### src/rtl/gpac_dac_tx_core_if.sv
// FIFO read port between a first-word-fall-through buffer and the DAC
// transmitter; master is the consumer that pops words.
interface gpac_dac_tx_core_if;
  logic        FIFO_EMPTY;
  logic [31:0] FIFO_DATA;
  logic        FIFO_READ;

  modport master (
    input  FIFO_EMPTY,
    input  FIFO_DATA,
    output FIFO_READ
  );

  modport slave (
    output FIFO_EMPTY,
    output FIFO_DATA,
    input  FIFO_READ
  );
endinterface

### src/rtl/gpac_dac_tx_core.sv
// DAC transmit core: unpacks two samples per FIFO word onto the DAC bus.
// Optional GPAC_DAC_TX_HOLD_EN: hold the last sample on underrun.
module gpac_dac_tx_core #(
  parameter int SAMPLE_BITS = 14,
  parameter int CNT_BITS    = 16,
  parameter logic [SAMPLE_BITS-1:0] IDLE_VALUE = '0
) (
  input  logic                   BUS_CLK,
  input  logic                   BUS_RST_N,
  input  logic                   DAC_CE,
  input  logic                   START,
  input  logic                   STOP,
  input  logic [CNT_BITS-1:0]    SIZE,
  gpac_dac_tx_core_if.master     fifo,
  output logic [SAMPLE_BITS-1:0] DAC_DATA,
  output logic                   DAC_SYNC,
  output logic                   BUSY,
  output logic                   DONE,
  output logic [7:0]             LOST_COUNT
);

  localparam logic [1:0] IDLE   = 2'd0;
  localparam logic [1:0] RUN    = 2'd1;
  localparam logic [1:0] FINISH = 2'd2;

  logic [1:0]             state;
  logic [31:0]            word_q;
  logic                   word_vld;
  logic                   half;
  logic [CNT_BITS-1:0]    cnt;
  logic [CNT_BITS-1:0]    cnt_nx;
  logic [SAMPLE_BITS-1:0] sample;
  logic                   run;
  logic                   emit;
  logic                   underrun;
  logic                   last;
  logic                   pop;
  logic                   unused_bits;

  assign unused_bits = ^{word_q[31:30], word_q[15:14]};

  assign run      = (state == RUN);
  assign cnt_nx   = cnt + CNT_BITS'(1);
  assign emit     = run && DAC_CE && word_vld && !STOP;
  assign underrun = run && DAC_CE && !word_vld && !STOP;
  assign last     = emit && (SIZE != '0) && (cnt_nx == SIZE);
  assign sample   = half ? word_q[0 +: SAMPLE_BITS]
                         : word_q[16 +: SAMPLE_BITS];

  // no pop on the terminating sample so leftover words stay queued
  assign pop = BUS_RST_N && run && !STOP && !last &&
               !fifo.FIFO_EMPTY &&
               (!word_vld || (DAC_CE && half));

  assign fifo.FIFO_READ = pop;
  assign BUSY = run;
  assign DONE = (state == FINISH);

  always_ff @(posedge BUS_CLK) begin
    if (!BUS_RST_N) begin
      state      <= IDLE;
      word_q     <= '0;
      word_vld   <= 1'b0;
      half       <= 1'b0;
      cnt        <= '0;
      DAC_DATA   <= IDLE_VALUE;
      DAC_SYNC   <= 1'b0;
      LOST_COUNT <= '0;
    end else begin
      case (state)
        IDLE: begin
          DAC_DATA <= IDLE_VALUE;
          DAC_SYNC <= 1'b0;
          word_vld <= 1'b0;
          if (START) begin
            state      <= RUN;
            cnt        <= '0;
            half       <= 1'b0;
            LOST_COUNT <= '0;
          end
        end
        RUN: begin
          if (STOP) begin
            state <= FINISH;
          end else begin
            if (emit) begin
              DAC_DATA <= sample;
              DAC_SYNC <= (cnt == '0);
              cnt      <= cnt_nx;
              half     <= ~half;
              if (half) word_vld <= 1'b0;
              if (last) state <= FINISH;
            end
            if (underrun) begin
`ifdef GPAC_DAC_TX_HOLD_EN
              DAC_DATA <= DAC_DATA;
`else
              DAC_DATA <= IDLE_VALUE;
`endif
              DAC_SYNC <= 1'b0;
              if (LOST_COUNT != 8'hff)
                LOST_COUNT <= LOST_COUNT + 8'd1;
            end
            if (pop) begin
              word_q   <= fifo.FIFO_DATA;
              word_vld <= 1'b1;
              half     <= 1'b0;
            end
          end
        end
        FINISH: begin
          state    <= IDLE;
          word_vld <= 1'b0;
          DAC_DATA <= IDLE_VALUE;
          DAC_SYNC <= 1'b0;
        end
        default: state <= IDLE;
      endcase
    end
  end

endmodule

### src/flat_wrapper.sv
// flat-port wrapper written by rule: the top's interface ports become plain ports
module gpac_dac_tx_core_flat 
#(
  parameter int SAMPLE_BITS = 14,
  parameter int CNT_BITS    = 16,
  parameter logic [SAMPLE_BITS-1:0] IDLE_VALUE = '0
)
  (BUS_CLK, BUS_RST_N, DAC_CE, START, STOP, SIZE, DAC_DATA, DAC_SYNC, BUSY, DONE, LOST_COUNT, fifo_FIFO_EMPTY, fifo_FIFO_DATA, fifo_FIFO_READ);
  gpac_dac_tx_core_if fifo_i ();
  input  logic BUS_CLK;
  input  logic BUS_RST_N;
  input  logic DAC_CE;
  input  logic START;
  input  logic STOP;
  input  logic [CNT_BITS-1:0] SIZE;
  output logic [SAMPLE_BITS-1:0] DAC_DATA;
  output logic DAC_SYNC;
  output logic BUSY;
  output logic DONE;
  output logic [7:0] LOST_COUNT;
  input wire logic [$bits(fifo_i.FIFO_EMPTY)-1:0] fifo_FIFO_EMPTY;
  input wire logic [$bits(fifo_i.FIFO_DATA)-1:0] fifo_FIFO_DATA;
  output wire logic [$bits(fifo_i.FIFO_READ)-1:0] fifo_FIFO_READ;
  assign fifo_i.FIFO_EMPTY = fifo_FIFO_EMPTY;
  assign fifo_i.FIFO_DATA = fifo_FIFO_DATA;
  assign fifo_FIFO_READ = fifo_i.FIFO_READ;
  gpac_dac_tx_core #(.SAMPLE_BITS(SAMPLE_BITS), .CNT_BITS(CNT_BITS), .IDLE_VALUE(IDLE_VALUE)) u_core (.BUS_CLK(BUS_CLK), .BUS_RST_N(BUS_RST_N), .DAC_CE(DAC_CE), .START(START), .STOP(STOP), .SIZE(SIZE), .fifo(fifo_i), .DAC_DATA(DAC_DATA), .DAC_SYNC(DAC_SYNC), .BUSY(BUSY), .DONE(DONE), .LOST_COUNT(LOST_COUNT));
endmodule
### config.mk
export PLATFORM = sky130hd
export DESIGN_NAME = gpac_dac_tx_core_flat
export DESIGN_NICKNAME = d
export VERILOG_FILES = /design/src/rtl/gpac_dac_tx_core_if.sv /design/src/rtl/gpac_dac_tx_core.sv /design/src/flat_wrapper.sv
export SDC_FILE = /design/constraint.sdc
export NUM_CORES = 1
export LEC_CHECK = 0
export ABC_AREA = 1
export BUFFER_PORTS_ARGS = -buffer_cell sky130_fd_sc_hd__buf_2
export CAP_MARGIN = 25
export CORE_MARGIN = 5
export CORE_UTILIZATION = 59
export DETAILED_ROUTE_END_ITERATION = 8
export MAX_ROUTING_LAYER = met4
export PLACE_DENSITY_LB_ADDON = 0.05
export SYNTH_ARGS = -nofsm -noshare
export SYNTH_HDL_FRONTEND = slang
export SYNTH_SLANG_ARGS = --single-unit
### constraint.sdc
create_clock -name BUS_CLK -period 4.95 [get_ports BUS_CLK]
set_input_delay 0.99 -clock BUS_CLK [delete_from_list [all_inputs] [get_ports BUS_CLK]]
set_output_delay 0.99 -clock BUS_CLK [all_outputs]
set_load 0.005 [all_outputs]
==> reports/metrics.cfg, run 1 <==
[status]
outcome=finished clean

[clocking]
ctsHoldBuffers=0
htree_levels=3
cts_buffers=9
clk_root_buffer_cell=clkbuf_8
clkLatencyLatePin_ns=0.35
cts_tree=done
clk_path_buf_depth=2
path_clk_slew_ns=0.07
post_cts_buffers=0
clock-sinks=71
cts_resized=0

[placed_design]
io_buffers=75
hpwl_um=7090
place.gp.congestion=0.987
dp.cells=697

[setup_path]
cp_slowest_cell=dfxtp_1
reg2reg_depth=16
crit_fanout=46
start_kind=flip-flop
path_cells=ha_1 > nand2_1 > nor2_2 > nand2_1 > nand2_1 > nand2_1 > nand2_1 > nand2_1 > nor2_1 > nand3_1 > nor2_1 > nand2_2 > nand2_4 > inv_2 > buf_2
r2r_setup_slack_ns=2.14
cpPeakStageDelay_ns=0.41
crit_required_ns=3.96
path_class=reg -> out
critPathMostFrequentCell=nand2_1
r2r-end=u_core.word_q[8]$_SDFFE_PN0P_
critPathArrivalTime_ns=3.04
critPathCaptureType=primary output
r2r-start=u_core.cnt[0]$_SDFFE_PN0P_

[synth]
ys_seq_elements=71
synth.net_count=618
yosysWarningCount=0
avgSynthCellArea_um2=6.55
synth.distinct_cells=34
syn_inst=561
synth_top_area_cell=dfxtp_1
syn_area_um2=3680
synth_top_area_share=0.387
ys_top_cells_by_area=dfxtp_1, nand2_1, inv_1
ys_seq_area_frac=0.387

[routing]
drc=0
drt_pre_antenna_iters=5
wl_per_cell_um=13.7
dr_total_vias=3876
routed_wl_um=9750
ant_nets=0
viasPerCell=5.44
drt_iter0_drc=282

[power_and_ir_drop]
power_per_cell_area_nw_per_um2=277
leakage_uw=0.00187
ir_drop_v=0.000195

[die]
die_y_um=88.9
die-area_um2=7910
die_x_um=88.9
num_rows=28
initial_utilization=0.614
ios=80
core_um2=5990

[grt]
grt_pass1_wl_um=16000
grtUsageTotal=0.269
grt_pass1_vias=3525
grt_max_degree=47
grt_overflow=0
antenna_found_initial=0

[finish]
fill_cells=556
nNetsFinal=691
layout_common_cells=nand2_1, buf_2, dfxtp_1
n_antenna_cell=0
mostFrequentLayoutCell=nand2_1
drive_gt1_frac=0.169
syn_to_final_growth_pct=15.8
final_cells=713

[run]
timing.max_cap.violations=0

[timing]
setup-tns-final_ns=0
min_period_ns=4.03
worstMarginPinSlew_ns=0.724
fin_skew_ns=0.0101
hold_viol_final=0
relSlewSlack=0.517
rsz0062_at_grt=no
timing.final.crit_share=0.814
fmax_mhz=248
drv_slew=0
setup_violations=0

[worst_hold_path]
hold_class=reg -> reg
hold_depth=2
min_from=u_core.word_q[22]$_SDFFE_PN0P_
hold_end=u_core.word_q[22]$_SDFFE_PN0P_

==> Yosys cell counts <==
master,instances
o21ai_1,28
xnor3_1,1
o21ai_0,24
buf_2,2
nor4_1,2
o31ai_1,1
nor2_2,4
clkbuf_1,12
xor2_1,3
nand2_2,2
nor2_1,67
nand3b_1,3
dfxtp_1,71
ha_1,3
nand3_1,38
a22oi_1,5
a21oi_1,39
o22ai_1,5
nor3_4,1
nand4_1,14
or2_2,1
buf_6,3
nor3b_1,1
buf_4,1
inv_1,68
nand2_1,148
o21a_1,3
nor2_4,1
nand2_4,1
inv_2,3
a31oi_1,2
o32ai_1,2
nor3_1,1
a211oi_1,1
==> final cells by class <==
cell class	count	area, µm²	share of cell area
Clock buffer	10	138	0.0323
Timing Repair Buffer	80	413	0.0969
Sequential cell	71	1420	0.334
Tap cell	75	93.8	0.0220
Clock inverter	5	33.8	0.00793
Inverter	71	267	0.0626
Multi-Input combinational cell	401	1890	0.444
==> metal layers <==
metal / GRT usage / vias to the layer above / share of wire
li1: - / 1971 / -
met1: 0.370 / 1719 / 0.46
met2: 0.394 / 172 / 0.43
met3: 0.0507 / 14 / 0.090
met4: 0.103 / 0 / 0.017
met5: - / - / 0
==> worst max path at each step <==
stage | depth (start not counted) | slack, ns | to | from
6_report | 15 | 0.92 | fifo_FIFO_READ | u_core.cnt[0]$_SDFFE_PN0P_
5_1_grt | 15 | 0.63 | fifo_FIFO_READ | u_core.cnt[0]$_SDFFE_PN0P_
4_1_cts | 15 | 0.95 | fifo_FIFO_READ | u_core.cnt[0]$_SDFFE_PN0P_
3_5_place_dp | 13 | 1.02 | fifo_FIFO_READ | DAC_CE
3_3_place_gp | 13 | 1.02 | fifo_FIFO_READ | DAC_CE
2_1_floorplan | 12 | 1.71 | fifo_FIFO_READ | DAC_CE
==> state kept, by name, summed over array words and instances (netlist names) <==
register	cells
u_core.half	1
u_core.state	2
u_core.word_q	28
u_core.cnt	16
u_core.DAC_SYNC	1
u_core.word_vld	1
u_core.DAC_DATA	14
u_core.LOST_COUNT	8
==> worst max-delay path, delay by kind of cell, from the launching register on <==
family | cells | cell delay [ns]
DFF | 1 | 0.41
buffers and inverters | 2 | 0.43
adders and majority gates | 1 | 0.23
and+or+nand+nor | 12 | 1.61
==> through the flow <==
step                worst slack, ns  hold WS (ns)  total power (µW)  cell area, µm²   util
global route                  0.628         0.471              1230            4260  0.711
global placement               1.02         0.435               769            4080  0.681
floorplan                      1.71         0.425               717            3680      -
detailed placement             1.02         0.443               774            4080  0.681
CTS                           0.954         0.454              1180            4250  0.710
finish                        0.919         0.451              1180            4260  0.711
==> kinds of logic after synthesis <==
logic type                 after synthesis  synth area share
buffers and inverters                   89            0.0987
and+or+nand+nor                        284             0.330
AOI/OAI and AO/OA                      110             0.161
xor gates and xnor gates                 4            0.0133
DFF                                     71             0.387
adders and majority gates                3            0.0102
==> where the power goes <==
part           total, µW  switching, µW  leakage [µW]  internal [µW]
logic                162            104       0.00121           57.9
registers            604           16.0      0.000575            588
clock network        414            221     0.0000845            193
(Power assumes the default switching activity.)
==> run 2, diff against run 1 <==
CORE_UTILIZATION = 54   (was 59)
clock period = 4.02 ns   (was 4.95 ns; I/O delays follow)
==> run 2 against run 1 <==
Effect of this change: cell area rose by 2.0%; routed wire length down 1.2%; non-clock buffer count increased by 1; highest routed layer unchanged; global-route usage is 3.6 points lower.
==> reports/metrics.cfg, run 2 (synthesized netlist as in run 1, its figures left out) <==
[timing]
fmax_mhz=298
hold_viol_final=0  ; unchanged
worstMarginPinSlew_ns=0.706  ; -0.0181 ns
setup-tns-final_ns=0  ; unchanged
rsz0062_at_grt=no
timing.final.crit_share=0.834
fin_skew_ns=0.0101  ; -0.0000624 ns
setup_violations=0  ; unchanged
min_period_ns=3.35
relSlewSlack=0.529  ; +0.0121
drv_slew=0  ; unchanged

[grt]
grtUsageTotal=0.233  ; -0.0359
grt_overflow=0  ; unchanged
grt_pass1_vias=3429  ; -2.7%
antenna_found_initial=0  ; unchanged
grt_pass1_wl_um=15800  ; -1.4%
grt_max_degree=46  ; -2.1%

[die]
num_rows=30  ; +7.1%
die_x_um=92.5  ; +4.0%
die-area_um2=8560  ; +8.2%
initial_utilization=0.547  ; -0.0665
ios=80  ; unchanged
die_y_um=92.5  ; +4.0%
core_um2=6720  ; +12%

[finish]
n_antenna_cell=0  ; unchanged
fill_cells=647  ; +16%
layout_common_cells=nand2_1, buf_2, dfxtp_1
nNetsFinal=692  ; +0.14%
finalInstanceArea_um2=4340  ; +2.0%
mostFrequentLayoutCell=nand2_1
largest_reg_flops=28  ; unchanged
largest_registers=u_core.word_q (28), u_core.cnt (16), u_core.DAC_DATA (14)
drive_gt1_frac=0.170  ; +0.00103
largest_register=u_core.word_q
syn_to_final_growth_pct=18.1
fin_util=0.647  ; -0.0644

[setup_path]
path_cells=ha_1 > nand2_1 > nor2_2 > nand2_1 > nand2_1 > nand2_1 > nand2_1 > nand2_1 > nor2_1 > nand3_1 > nor2_1 > nand2_2 > nand2_4 > inv_2 > buf_2
crit_cells=15  ; unchanged
path_buf_inv=2  ; unchanged
r2r-start=u_core.cnt[0]$_SDFFE_PN0P_
critPathArrivalTime_ns=2.55  ; -0.49 ns
critPathMostFrequentCell=nand2_1
path_delay_family=simple AND/OR/NAND/NOR gates
r2r_setup_slack_ns=1.27  ; -0.87 ns
critPathCaptureType=primary output
startpoint=u_core.cnt[0]$_SDFFE_PN0P_
crit_fanout=15  ; -67%
reg2reg_depth=17  ; +1
crit_required_ns=3.22  ; -0.74 ns
cp_slowest_cell=dfxtp_1
path_class=reg -> out
start_kind=flip-flop
cpPeakStageDelay_ns=0.39  ; -0.02 ns
critPathCapture=fifo_FIFO_READ
r2r-end=u_core.word_vld$_SDFFE_PN0P_

[clocking]
clk_path_buf_depth=2  ; unchanged
cts_resized=0  ; unchanged
path_clk_slew_ns=0.08  ; about the same
cts_tree=done
clkLatencyLatePin_ns=0.35  ; about the same
htree_levels=3  ; unchanged
ctsHoldBuffers=0  ; unchanged
clk_root_buffer_cell=clkbuf_8
clock-sinks=71  ; unchanged
cts_buffers=9  ; unchanged
post_cts_buffers=0  ; unchanged

[status]
outcome=finished clean

[routing]
routed_wl_um=9630  ; -1.2%
drt_pre_antenna_iters=6  ; +1
wl_per_cell_um=13.4  ; -2.2%
drt_iter0_drc=201  ; -29%
ant_nets=0  ; unchanged
viasPerCell=5.34  ; -1.8%
dr_total_vias=3842  ; -0.88%
drc=0  ; unchanged

[placed_design]
postPlaceCellArea_um2=4090  ; +0.34%
hpwl_um=6970  ; -1.8%
place.gp.congestion=0.972  ; -1.4%
io_buffers=75  ; unchanged

[power_and_ir_drop]
ir_drop_v=0.000247  ; +27%
leakage_uw=0.00190  ; +2.0%
power_per_cell_area_nw_per_um2=378  ; +37%

[run]
timing.max_cap.violations=0  ; unchanged

[worst_hold_path]
hold_class=reg -> reg

run 2: cell type report:
type / instances / area, µm² / share of cell area
well taps: 80 / 100 / 0.0230
inverters: 71 / 267 / 0.0613
repair buffers: 81 / 420 / 0.0968
clock buffers: 10 / 128 / 0.0294
flip-flops and latches: 71 / 1420 / 0.327
clock inverters: 6 / 115 / 0.0265
multi-input cells: 401 / 1890 / 0.436
run 2: metal layers:
| layer | share of wire | global-route usage | vias to the layer above |
|---|---|---|---|
| met3 | 0.059 | 0.0357 | 10 |
| li1 | - | - | 1970 |
| met1 | 0.48 | 0.327 | 1739 |
| met2 | 0.45 | 0.346 | 123 |
| met4 | 0.0088 | 0.0743 | 0 |
| met5 | 0 | - | - |
run 2: stage by stage:
step	worst slack, ns	power, µW	cells	hold WS, ns
6_report	0.669	1640	720	0.450
4_1_cts	0.675	1650	719	0.452
3_5_place_dp	0.905	953	703	0.441
3_3_place_gp	0.922	949	703	0.434
2_1_floorplan	1.16	883	561	0.425
5_1_grt	0.394	1710	720	0.469
run 2: worst min path at each step:
stage | from | to | cells past startpoint | slack, ns
final | u_core.word_q[22]$_SDFFE_PN0P_ | u_core.word_q[22]$_SDFFE_PN0P_ | 2 | 0.45
after global routing | u_core.word_q[19]$_SDFFE_PN0P_ | u_core.word_q[19]$_SDFFE_PN0P_ | 2 | 0.47
after floorplan | u_core.word_q[16]$_SDFFE_PN0P_ | u_core.word_q[16]$_SDFFE_PN0P_ | 2 | 0.42
after global placement | u_core.word_q[16]$_SDFFE_PN0P_ | u_core.word_q[16]$_SDFFE_PN0P_ | 2 | 0.43
after CTS | u_core.word_q[22]$_SDFFE_PN0P_ | u_core.word_q[22]$_SDFFE_PN0P_ | 2 | 0.45
after detailed placement | u_core.word_q[22]$_SDFFE_PN0P_ | u_core.word_q[22]$_SDFFE_PN0P_ | 2 | 0.44
run 2: worst reg2reg max path: cells and delay by family, from the launching register on:
family,cells,cell delay (ns)
AO/OA/AOI/OAI,1,0.15
adder cells (fa/ha/maj),1,0.21
buffers and inverters,1,0.40
AND/OR/NAND/NOR,14,1.50
flip-flops,1,0.39
run 2: power by group:
group | total, µW | leakage (µW) | internal, µW | switching [µW]
combinational | 198 | 0.00121 | 71.5 | 127
sequential | 743 | 0.000575 | 723 | 19.6
clock | 703 | 0.000117 | 417 | 286
total | 1640 | 0.00190 | 1210 | 432
